### config.mk
export PLATFORM = sky130hd
export DESIGN_NAME = cond_unit_flat
export DESIGN_NICKNAME = d
export VERILOG_FILES = /design/src/rtl/cond_pkg.sv /design/src/rtl/cond_unit_if.sv /design/src/rtl/cond_eval.sv /design/src/rtl/cond_unit.sv /design/src/flat_wrapper.sv
export SDC_FILE = /design/constraint.sdc
export NUM_CORES = 1
export LEC_CHECK = 0
export BUFFER_PORTS_ARGS = -buffer_cell sky130_fd_sc_hd__buf_2
export CORE_MARGIN = 10
export CORE_UTILIZATION = 51
export CTS_BUF_LIST = sky130_fd_sc_hd__clkbuf_8
export DETAILED_ROUTE_END_ITERATION = 6
export GPL_TIMING_DRIVEN = 1
export PLACE_DENSITY = 0.82
export SLEW_MARGIN = 15
export SYNTH_ARGS = -nofsm -noshare
export SYNTH_HDL_FRONTEND = slang
export SYNTH_SLANG_ARGS = --single-unit
### constraint.sdc
create_clock -name Clk -period 2.1 [get_ports Clk]
set_clock_uncertainty 0.15 [all_clocks]
set_input_delay 0.315 -clock Clk [delete_from_list [all_inputs] [get_ports Clk]]
set_output_delay 0.315 -clock Clk [all_outputs]
set_load 0.02 [all_outputs]
### src/rtl/cond_pkg.sv
// Shared types and helpers for the multi-context condition-code unit.
package cond_pkg;

    // Condition flags of one context. Packed so that {n,z,p,c,v} maps directly onto cc_rd.
    typedef struct packed {
        logic n;
        logic z;
        logic p;
        logic c;
        logic v;
    } cc_flags_t;

    // Extended branch conditions, selected by IR[11:9] when IR[12] is set.
    typedef enum logic [2:0] {
        EXT_CS = 3'b000,   // carry set
        EXT_CC = 3'b001,   // carry clear
        EXT_VS = 3'b010,   // overflow set
        EXT_VC = 3'b011,   // overflow clear
        EXT_HI = 3'b100,   // unsigned higher
        EXT_LS = 3'b101,   // unsigned lower or same
        EXT_AL = 3'b110,   // always
        EXT_NV = 3'b111    // never
    } ext_cond_e;

    localparam cc_flags_t CC_RESET = '0;

    // Width of a context index: clog2(n), but at least one bit.
    function automatic int ctx_w(input int n);
        int w;
        w = 1;
        while ((32'sd1 <<< w) < n) begin
            w = w + 1;
        end
        return w;
    endfunction

endpackage

### src/rtl/cond_unit_if.sv
// Bus between the datapath/ISDU and the condition-code unit.
interface cond_unit_if #(
    parameter int DATA_W = 16,
    parameter int CTX_W  = 2
);
    logic              LD_CC;
    logic [CTX_W-1:0]  wr_ctx;
    logic [DATA_W-1:0] Bus;
    logic              carry_in;
    logic              ovf_in;
    logic              CLR_CC;
    logic              LD_BEN;
    logic [CTX_W-1:0]  br_ctx;
    logic [15:0]       IR;
    logic              BEN;
    logic              ben_valid;
    logic              ben_err;
    logic [4:0]        cc_rd;

    modport master (
        output LD_CC, wr_ctx, Bus, carry_in, ovf_in, CLR_CC, LD_BEN, br_ctx, IR,
        input  BEN, ben_valid, ben_err, cc_rd
    );

    modport slave (
        input  LD_CC, wr_ctx, Bus, carry_in, ovf_in, CLR_CC, LD_BEN, br_ctx, IR,
        output BEN, ben_valid, ben_err, cc_rd
    );
endinterface

### src/rtl/cond_eval.sv
// Combinational branch-condition evaluation for one set of flags.
module cond_eval
    import cond_pkg::*;
#(
    parameter int EXT_MODE = 1
) (
    input  cc_flags_t  flags,
    input  logic [3:0] ir_code,   // IR[12:9]
    output logic       ben
);

    // Decode either the classic nzp mask or the extended condition code.
    always_comb begin
        ben = 1'b0;
        if ((EXT_MODE != 0) && ir_code[3]) begin
            case (ext_cond_e'(ir_code[2:0]))
                EXT_CS:  ben = flags.c;
                EXT_CC:  ben = ~flags.c;
                EXT_VS:  ben = flags.v;
                EXT_VC:  ben = ~flags.v;
                EXT_HI:  ben = flags.c & ~flags.z;
                EXT_LS:  ben = ~flags.c | flags.z;
                EXT_AL:  ben = 1'b1;
                EXT_NV:  ben = 1'b0;
                default: ben = 1'b0;
            endcase
        end else begin
            ben = (ir_code[2] & flags.n) | (ir_code[1] & flags.z) | (ir_code[0] & flags.p);
        end
    end

endmodule

### src/rtl/cond_unit.sv
// Multi-context NZP/CV condition-code store with registered BEN evaluation.
module cond_unit
    import cond_pkg::*;
#(
    parameter int DATA_W   = 16,
    parameter int N_CTX    = 4,
    parameter int EXT_MODE = 1,
    parameter int FWD      = 1
) (
    input  logic        Clk,
    input  logic        Reset,
    cond_unit_if.slave  cu
);

    localparam int CTX_W = ctx_w(N_CTX);

    cc_flags_t        flags_r [N_CTX];
    logic [N_CTX-1:0] init_r;
    cc_flags_t        new_flags_s;
    cc_flags_t        rd_flags_s;
    logic             rd_init_s;
    logic             rd_hit_s;
    cc_flags_t        eval_flags_s;
    logic             eval_init_s;
    logic             ben_eval_s;
    logic             ben_r;
    logic             ben_valid_r;
    logic             ben_err_r;

    // Flags produced by an LD_CC this cycle; C/V stay zero without extended mode.
    always_comb begin
        new_flags_s   = CC_RESET;
        new_flags_s.n = cu.Bus[DATA_W-1];
        new_flags_s.z = (cu.Bus == {DATA_W{1'b0}});
        new_flags_s.p = ~cu.Bus[DATA_W-1] & (cu.Bus != {DATA_W{1'b0}});
        if (EXT_MODE != 0) begin
            new_flags_s.c = cu.carry_in;
            new_flags_s.v = cu.ovf_in;
        end else begin
            new_flags_s.c = 1'b0;
            new_flags_s.v = 1'b0;
        end
    end

    // Per-context flag storage; LD_CC beats CLR_CC, out-of-range writes match no entry.
    always_ff @(posedge Clk or negedge Reset) begin
        if (!Reset) begin
            for (int i = 0; i < N_CTX; i++) begin
                flags_r[i] <= CC_RESET;
            end
            init_r <= '0;
        end else begin
            for (int i = 0; i < N_CTX; i++) begin
                if (cu.LD_CC && (cu.wr_ctx == CTX_W'(i))) begin
                    flags_r[i] <= new_flags_s;
                    init_r[i]  <= 1'b1;
                end else if (cu.CLR_CC && (cu.wr_ctx == CTX_W'(i))) begin
                    flags_r[i] <= CC_RESET;
                    init_r[i]  <= 1'b0;
                end else begin
                    flags_r[i] <= flags_r[i];
                    init_r[i]  <= init_r[i];
                end
            end
        end
    end

    // Read mux for br_ctx; an out-of-range index hits nothing and reads as zero.
    always_comb begin
        rd_flags_s = CC_RESET;
        rd_init_s  = 1'b0;
        rd_hit_s   = 1'b0;
        for (int i = 0; i < N_CTX; i++) begin
            if (cu.br_ctx == CTX_W'(i)) begin
                rd_flags_s = flags_r[i];
                rd_init_s  = init_r[i];
                rd_hit_s   = 1'b1;
            end else begin
                rd_hit_s = rd_hit_s;
            end
        end
    end

    // Same-cycle bypass of a write to the context being evaluated.
    always_comb begin
        eval_flags_s = rd_flags_s;
        eval_init_s  = rd_init_s;
        if ((FWD != 0) && rd_hit_s && (cu.wr_ctx == cu.br_ctx)) begin
            if (cu.LD_CC) begin
                eval_flags_s = new_flags_s;
                eval_init_s  = 1'b1;
            end else if (cu.CLR_CC) begin
                eval_flags_s = CC_RESET;
                eval_init_s  = 1'b0;
            end else begin
                eval_init_s = rd_init_s;
            end
        end else begin
            eval_init_s = rd_init_s;
        end
    end

    cond_eval #(
        .EXT_MODE (EXT_MODE)
    ) u_eval (
        .flags   (eval_flags_s),
        .ir_code (cu.IR[12:9]),
        .ben     (ben_eval_s)
    );

    // Registered BEN result; invalid or uninitialised contexts force BEN low with an error.
    always_ff @(posedge Clk or negedge Reset) begin
        if (!Reset) begin
            ben_r       <= 1'b0;
            ben_valid_r <= 1'b0;
            ben_err_r   <= 1'b0;
        end else if (cu.LD_BEN) begin
            ben_valid_r <= 1'b1;
            if (rd_hit_s && eval_init_s) begin
                ben_r     <= ben_eval_s;
                ben_err_r <= 1'b0;
            end else begin
                ben_r     <= 1'b0;
                ben_err_r <= 1'b1;
            end
        end else begin
            ben_r       <= ben_r;
            ben_valid_r <= 1'b0;
            ben_err_r   <= ben_err_r;
        end
    end

    assign cu.BEN       = ben_r;
    assign cu.ben_valid = ben_valid_r;
    assign cu.ben_err   = ben_err_r;
    assign cu.cc_rd     = rd_flags_s;

endmodule

### src/flat_wrapper.sv
// flat-port wrapper written by rule: the top's interface ports become plain ports
module cond_unit_flat import cond_pkg::*;
#(
    parameter int DATA_W   = 16,
    parameter int N_CTX    = 4,
    parameter int EXT_MODE = 1,
    parameter int FWD      = 1
)
  (Clk, Reset, cu_LD_CC, cu_wr_ctx, cu_Bus, cu_carry_in, cu_ovf_in, cu_CLR_CC, cu_LD_BEN, cu_br_ctx, cu_IR, cu_BEN, cu_ben_valid, cu_ben_err, cu_cc_rd);
  cond_unit_if #(.DATA_W(DATA_W), .CTX_W(2)) cu_i ();
  input  logic Clk;
  input  logic Reset;
  input wire logic [$bits(cu_i.LD_CC)-1:0] cu_LD_CC;
  input wire logic [$bits(cu_i.wr_ctx)-1:0] cu_wr_ctx;
  input wire logic [$bits(cu_i.Bus)-1:0] cu_Bus;
  input wire logic [$bits(cu_i.carry_in)-1:0] cu_carry_in;
  input wire logic [$bits(cu_i.ovf_in)-1:0] cu_ovf_in;
  input wire logic [$bits(cu_i.CLR_CC)-1:0] cu_CLR_CC;
  input wire logic [$bits(cu_i.LD_BEN)-1:0] cu_LD_BEN;
  input wire logic [$bits(cu_i.br_ctx)-1:0] cu_br_ctx;
  input wire logic [$bits(cu_i.IR)-1:0] cu_IR;
  output wire logic [$bits(cu_i.BEN)-1:0] cu_BEN;
  output wire logic [$bits(cu_i.ben_valid)-1:0] cu_ben_valid;
  output wire logic [$bits(cu_i.ben_err)-1:0] cu_ben_err;
  output wire logic [$bits(cu_i.cc_rd)-1:0] cu_cc_rd;
  assign cu_i.LD_CC = cu_LD_CC;
  assign cu_i.wr_ctx = cu_wr_ctx;
  assign cu_i.Bus = cu_Bus;
  assign cu_i.carry_in = cu_carry_in;
  assign cu_i.ovf_in = cu_ovf_in;
  assign cu_i.CLR_CC = cu_CLR_CC;
  assign cu_i.LD_BEN = cu_LD_BEN;
  assign cu_i.br_ctx = cu_br_ctx;
  assign cu_i.IR = cu_IR;
  assign cu_BEN = cu_i.BEN;
  assign cu_ben_valid = cu_i.ben_valid;
  assign cu_ben_err = cu_i.ben_err;
  assign cu_cc_rd = cu_i.cc_rd;
  cond_unit #(.DATA_W(DATA_W), .N_CTX(N_CTX), .EXT_MODE(EXT_MODE), .FWD(FWD)) u_core (.Clk(Clk), .Reset(Reset), .cu(cu_i));
endmodule
After elaboration in Yosys (flattened, before gate mapping)
Index checks and enable logic that the tools add are counted.

Register bits: 27. Bits of input ports: 43. Word-level logic and storage cells: 111.

Mux-type cells: 39. Eq/ne operators: 14. Bitwise gates (word level): 12. Reduce and logical (&&, ||, !) cells: 19.

Operators by type and width (number): $mux W5 (15); $mux W1 (23); $logic_not A16 Y1 (1); $reduce_bool A16 Y1 (1); $eq A3 B3 Y1 const B (4); $logic_and A1 B1 Y1 (10); $eq A2 B2 Y1 const B (4); $pmux W1 S8 (1); $reduce_bool A2 Y1 (4); $eq A3 B2 Y1 const B (2); $and A1 B1 Y1 (5); $eq A2 B1 Y1 const B (2); $logic_not A2 Y1 (2); $not A1 Y1 (4); $eq A3 B1 Y1 const B (1); $logic_not A3 Y1 (1); $or A1 B1 Y1 (3); $eq A2 B2 Y1 (1).

Depth between registers and ports, before layout
Depth after elaboration: 13. Depth in mapped cells: 7. Depth with buffers taken out: 6.

Modules after synthesis
From an unflattened synthesis, not the netlist that was laid out.

Cell total of the unflattened synthesis: 129. Area, all modules: 1495.2 um^2.

By module, submodules not included: cond_unit (times used 1, cells an instance 114, seq. area each 675.6 um^2, area an instance 1407.6 um^2); cond_eval (times used 1, cells an instance 15, seq. area each 0.0 um^2, area an instance 87.6 um^2).

Worst setup path after synthesis
No wires, ideal clock.

Kind: input to register. Start: input port cu_br_ctx[0]. End: register u_core.ben_r, in the netlist u_core.cu.BEN. Cell stages on the path: 6. Setup time: 136 ps. Path slack: 63 ps. Required time: 1814 ps. Data arrival time: 1751 ps. Cells stage by stage: buf_6 -> mux4_1 -> a22oi_1 -> o22ai_1 -> o311ai_0 -> a2bb2oi_1.

Elaborated cells between the ends (all ways): 38. Classes of those cells: 4 x eq/ne; 21 x mux; 10 x bitwise; 3 x reduce/logical.

RTL lines: start: declaration (RTL line flat_wrapper.sv:20) `input wire logic [$bits(cu_i.br_ctx)-1:0] cu_br_ctx;`; $logic_not A2 Y1 (RTL line cond_unit.sv:74) `if (cu.br_ctx == CTX_W'(i)) begin`; $mux W5 (3 in a row) (RTL line cond_unit.sv:74); $mux W5 (*) (RTL line cond_unit.sv:74); named net cu_cc_rd[2] (RTL line flat_wrapper.sv:25) `output wire logic [$bits(cu_i.cc_rd)-1:0] cu_cc_rd;`; $mux W5 (RTL line cond_unit.sv:92) `end else if (cu.CLR_CC) begin`; $mux W5 (RTL line cond_unit.sv:89) `if (cu.LD_CC) begin`; $mux W5 (*) (RTL line cond_unit.sv:88) `if ((FWD != 0) && rd_hit_s && (cu.wr_ctx == cu.br_ctx)) begin`; $and A1 B1 Y1 (*) (RTL line cond_eval.sv:28) `ben = (ir_code[2] & flags.n) | (ir_code[1] & flags.z) | (ir_code[0] & flags.p);`; $or A1 B1 Y1 (*) (RTL line cond_eval.sv:28); $mux W1 (*) (RTL line cond_eval.sv:15) `if ((EXT_MODE != 0) && ir_code[3]) begin`; $mux W1 (*) (RTL line cond_unit.sv:119) `if (rd_hit_s && eval_init_s) begin`; end signal: assignment (RTL line cond_unit.sv:120) `ben_r <= ben_eval_s;`; end signal: assignment (RTL line cond_unit.sv:127) `ben_r <= ben_r;`; end: declaration (RTL line cond_unit.sv:26) `logic ben_r;`.

The timed path passes the listed nets; every way through them passes the cells marked *. A chain may end at the register's enable or synchronous reset.

Worst setup path in the final report
Start: register u_core.flags_r[14] in the netlist's numbering. End: output port cu_cc_rd[4].

Word-level cells in the longest chain between the ends: 3.

Ends and longest elaborated chain: start: declaration (RTL line cond_unit.sv:17) `cc_flags_t flags_r [N_CTX];`; start signal: indexed assignment (RTL line cond_unit.sv:55) `flags_r[i] <= new_flags_s;`; start signal: indexed assignment (RTL line cond_unit.sv:61) `flags_r[i] <= flags_r[i];`; $mux W5 (3 in a row) (RTL line cond_unit.sv:74); end: declaration (RTL line flat_wrapper.sv:25).

No other way between the ends.

==> summary.md <==
| Metric | Value |
|---|---|
| Crit end category | `output pin` |
| Critical Path Start Type | `flip-flop` |
| Leakage power | `0.8457 nW` |
| Die Y | `72.75 µm` |
| Cell Area, Placed | `1704 µm²` |
| Slew Viols, Final | `0` |
| Routed wire length | `3836 µm` |
| Post-CTS Setup Repair Bufs | `0` |
| Die width | `72.75 µm` |
| Yosys top cell area share | `47.62%` |
| Largest net degree at the start of global routing | `28` |
| TritonCTS clock tree | `done` |
| RSZ-0062 raised after global routing | `no` |
| Post-synth EDFFs | `0` |
| CTS HTree Levels | `1` |
| R2R depth | `5` |
| Most used DFF post-synth | `dfrtp_1` |
| Worst skew pair latency | `0.28 ns` |
| Overall routing resource usage | `15.32%` |
| Worst setup margin | `0.1151 ns` |
| Root buf cell | `clkbuf_8` |
| Max cap viols | `0` |
| Commonest cells post-synth | `dfrtp_1 (27), nand2_1 (22), o21ai_0 (15), a22o_1 (8)` |
| Nets | `224` |
| Clk sinks | `27` |
| Max incr delay on CP | `0.54 ns` |
| Initial DRC Count | `107` |
| Mapped Cells | `131` |
| Router iterations before antenna repair | `4` |
| Synth warn | `0` |
| Mapped Nets | `174` |
| Via count of the first global-routing pass | `1,313` |
| Most common cell in the netlist | `dfrtp_1` |
| Diodes inserted | `0` |
| Post-Synthesis Cell Area | `1419 µm²` |
| Hold WS | `0.03024 ns` |
| IO Count | `51` |
| Initial antenna violation count | `0` |
| Hold violation total from the final report | `0` |
| Post-DP HPWL | `3055 µm` |
| PwrDens | `694.3 nW/µm²` |
| Status | `completed` |
| DR vias/cell | `6.190` |
| DRC | `0` |
| Total die area | `5292 µm²` |
| Synth top area cells | `dfrtp_1 (48%), mux4_1 (7.4%), nand2_1 (5.8%)` |
| Tot Pwr | `0.001222 W` |
| Initial core utilization | `52.35%` |
| Synth area leader | `dfrtp_1` |
| FFs w/ async S/R, synth | `100.0%` |
| Worst-margin pin slew | `0.5971 ns` |
| Longest Clk Path Bufs | `2` |
| Reg clk slew, reported paths | `0.09 ns` |
| Crit Path Class | `reg -> out` |
| Placer congestion estimate | `0.8542` |
| Via count | `1,306` |
| Core ar. | `2710 µm²` |
| Hold Path Class | `in -> reg` |
| Port Buffers | `38` |
| Buf+Inv Stages, Crit Path | `2` |
| DRT antenna net count | `0` |
| Layout cells sized above 1 | `32.22%` |
| Netlist cell types | `31` |
| FP Rows | `19` |
| Worst slack at placement | `-0.01898 ns` |
| Worst hold path depth | `1` |
| Relative slew margins | `59.78%` |
| Peak supply drop | `0.0006281 V` |
| Final Cell Area | `1760 µm²` |
| Setup violators final | `0` |
| Cell depth of the worst setup path | `3` |
| Max Freq | `0.5038 GHz` |
| GR Overflow Total | `0` |
| #FFs+latches synth | `27` |
| Syn Area/Cell | `10.83 µm²` |
| Crit path arrival time | `1.52 ns` |
| CP max FO | `2` |
| Final Cycle Share | `94.52%` |
| Worst Path Required | `1.63 ns` |
| Top delay family on crit path | `multiplexers` |
| First-pass GRT wire length | `6430 µm` |
| Fin Setup TNS | `0 ns` |
| Fin crit period | `1.985 ns` |
| Crit-path slowest cell | `mux4_1` |
| Critical Path, Cell by Cell | `mux4_1 > buf_4 > buf_2` |
| Num CTS Buffers | `3` |
| Routed len/inst | `18.18 µm` |
| Area delta synth->final | `24.07%` |
| Register area share after synthesis | `47.62%` |
-- flip-flops by register name (all words and copies together) (netlist names) --
signal	count
u_core.cu.BEN	1
u_core.cu.ben_valid	1
u_core.init_r	4
u_core.cu.ben_err	1
u_core.flags_r	20
-- where the power goes --
part	switching (W)	total, W	internal (W)
Combinational	0.000161	0.000309	0.000148
Clock	0.000164	0.000297	0.000133
Sequential	0.0000349	0.000616	0.000581
Total	0.000360	0.00122	0.000862
-- metrics by stage --
step | util [%] | std cells
2_1_floorplan | - | 131
3_3_place_gp | 62.88 | 206
3_5_place_dp | 62.88 | 206
4_1_cts | 64.96 | 211
5_1_grt | 64.96 | 211
6_report | 64.96 | 211
-- layout make-up --
| cell class | count | area (µm²) |
|---|---|---|
| Fill cell | 198 | 949.7 |
| Multi-Input combinational cell | 92 | 683.2 |
| Sequential cell | 27 | 675.6 |
| Timing Repair Buffer | 52 | 297.8 |
| Clock buffer | 3 | 41.29 |
| Tap cell | 31 | 38.79 |
| Inverter | 5 | 18.77 |
| Clock inverter | 1 | 5.005 |
-- layer usage --
metal | up-vias | routed length (µm) | track usage, %
met5 | - | 0 | 0
met4 | 0 | 93 | 7.173
met3 | 12 | 476 | 6.667
met2 | 59 | 1810 | 24.66
met1 | 632 | 1455 | 16.98
li1 | 603 | - | -
-- timing repair --
action                                 4_1_cts  5_1_grt
hold buffers                                 1        0
resized for setup                            0        0
endpoints found under the hold margin       27        0
-- cell usage in the layout, fill, tap and decap left out, types with 2 or more instances in the layout --
cell      instances
buf_2            38
dfrtp_1          27
nand2_1          22
o21ai_0          15
buf_4            13
a22o_1            8
inv_1             5
a32o_1            5
mux4_1            4
nor4_1            4
nand2b_1          4
xnor2_1           3
clkbuf_8          3
mux4_2            2
and2_1            2
o211ai_1          2
a32oi_1           2
a31oi_1           2
a41oi_1           2
nor2_1            2
nor2b_1           2
-- worst paths after layout --
kind | start | to | slack (ns)
max | u_core.flags_r[14] | cu_cc_rd[4] | 0.12
min | cu_LD_BEN | u_core.cu.ben_valid | 0.03
max reg2reg | u_core.flags_r[18] | u_core.cu.BEN | 0.18
min reg2reg | u_core.flags_r[13] | u_core.flags_r[13] | 0.34
max in group asynchronous | Reset | u_core.flags_r[10] | 0.99
min in group asynchronous | Reset | u_core.cu.ben_err | 0.42
-- logic make-up (layout without fill, tap and decap cells) --
group / Yosys count / after routing / share of synthesized area (%)
AO/OA/AOI/OAI: 43 / 43 / 21.96
AND/OR/NAND/NOR: 39 / 39 / 13.05
flip-flops: 27 / 27 / 47.62
buffers and inverters: 12 / 61 / 4.233
multiplexers: 7 / 7 / 11.29
XOR/XNOR: 3 / 3 / 1.852
(Power assumes the default switching activity.)
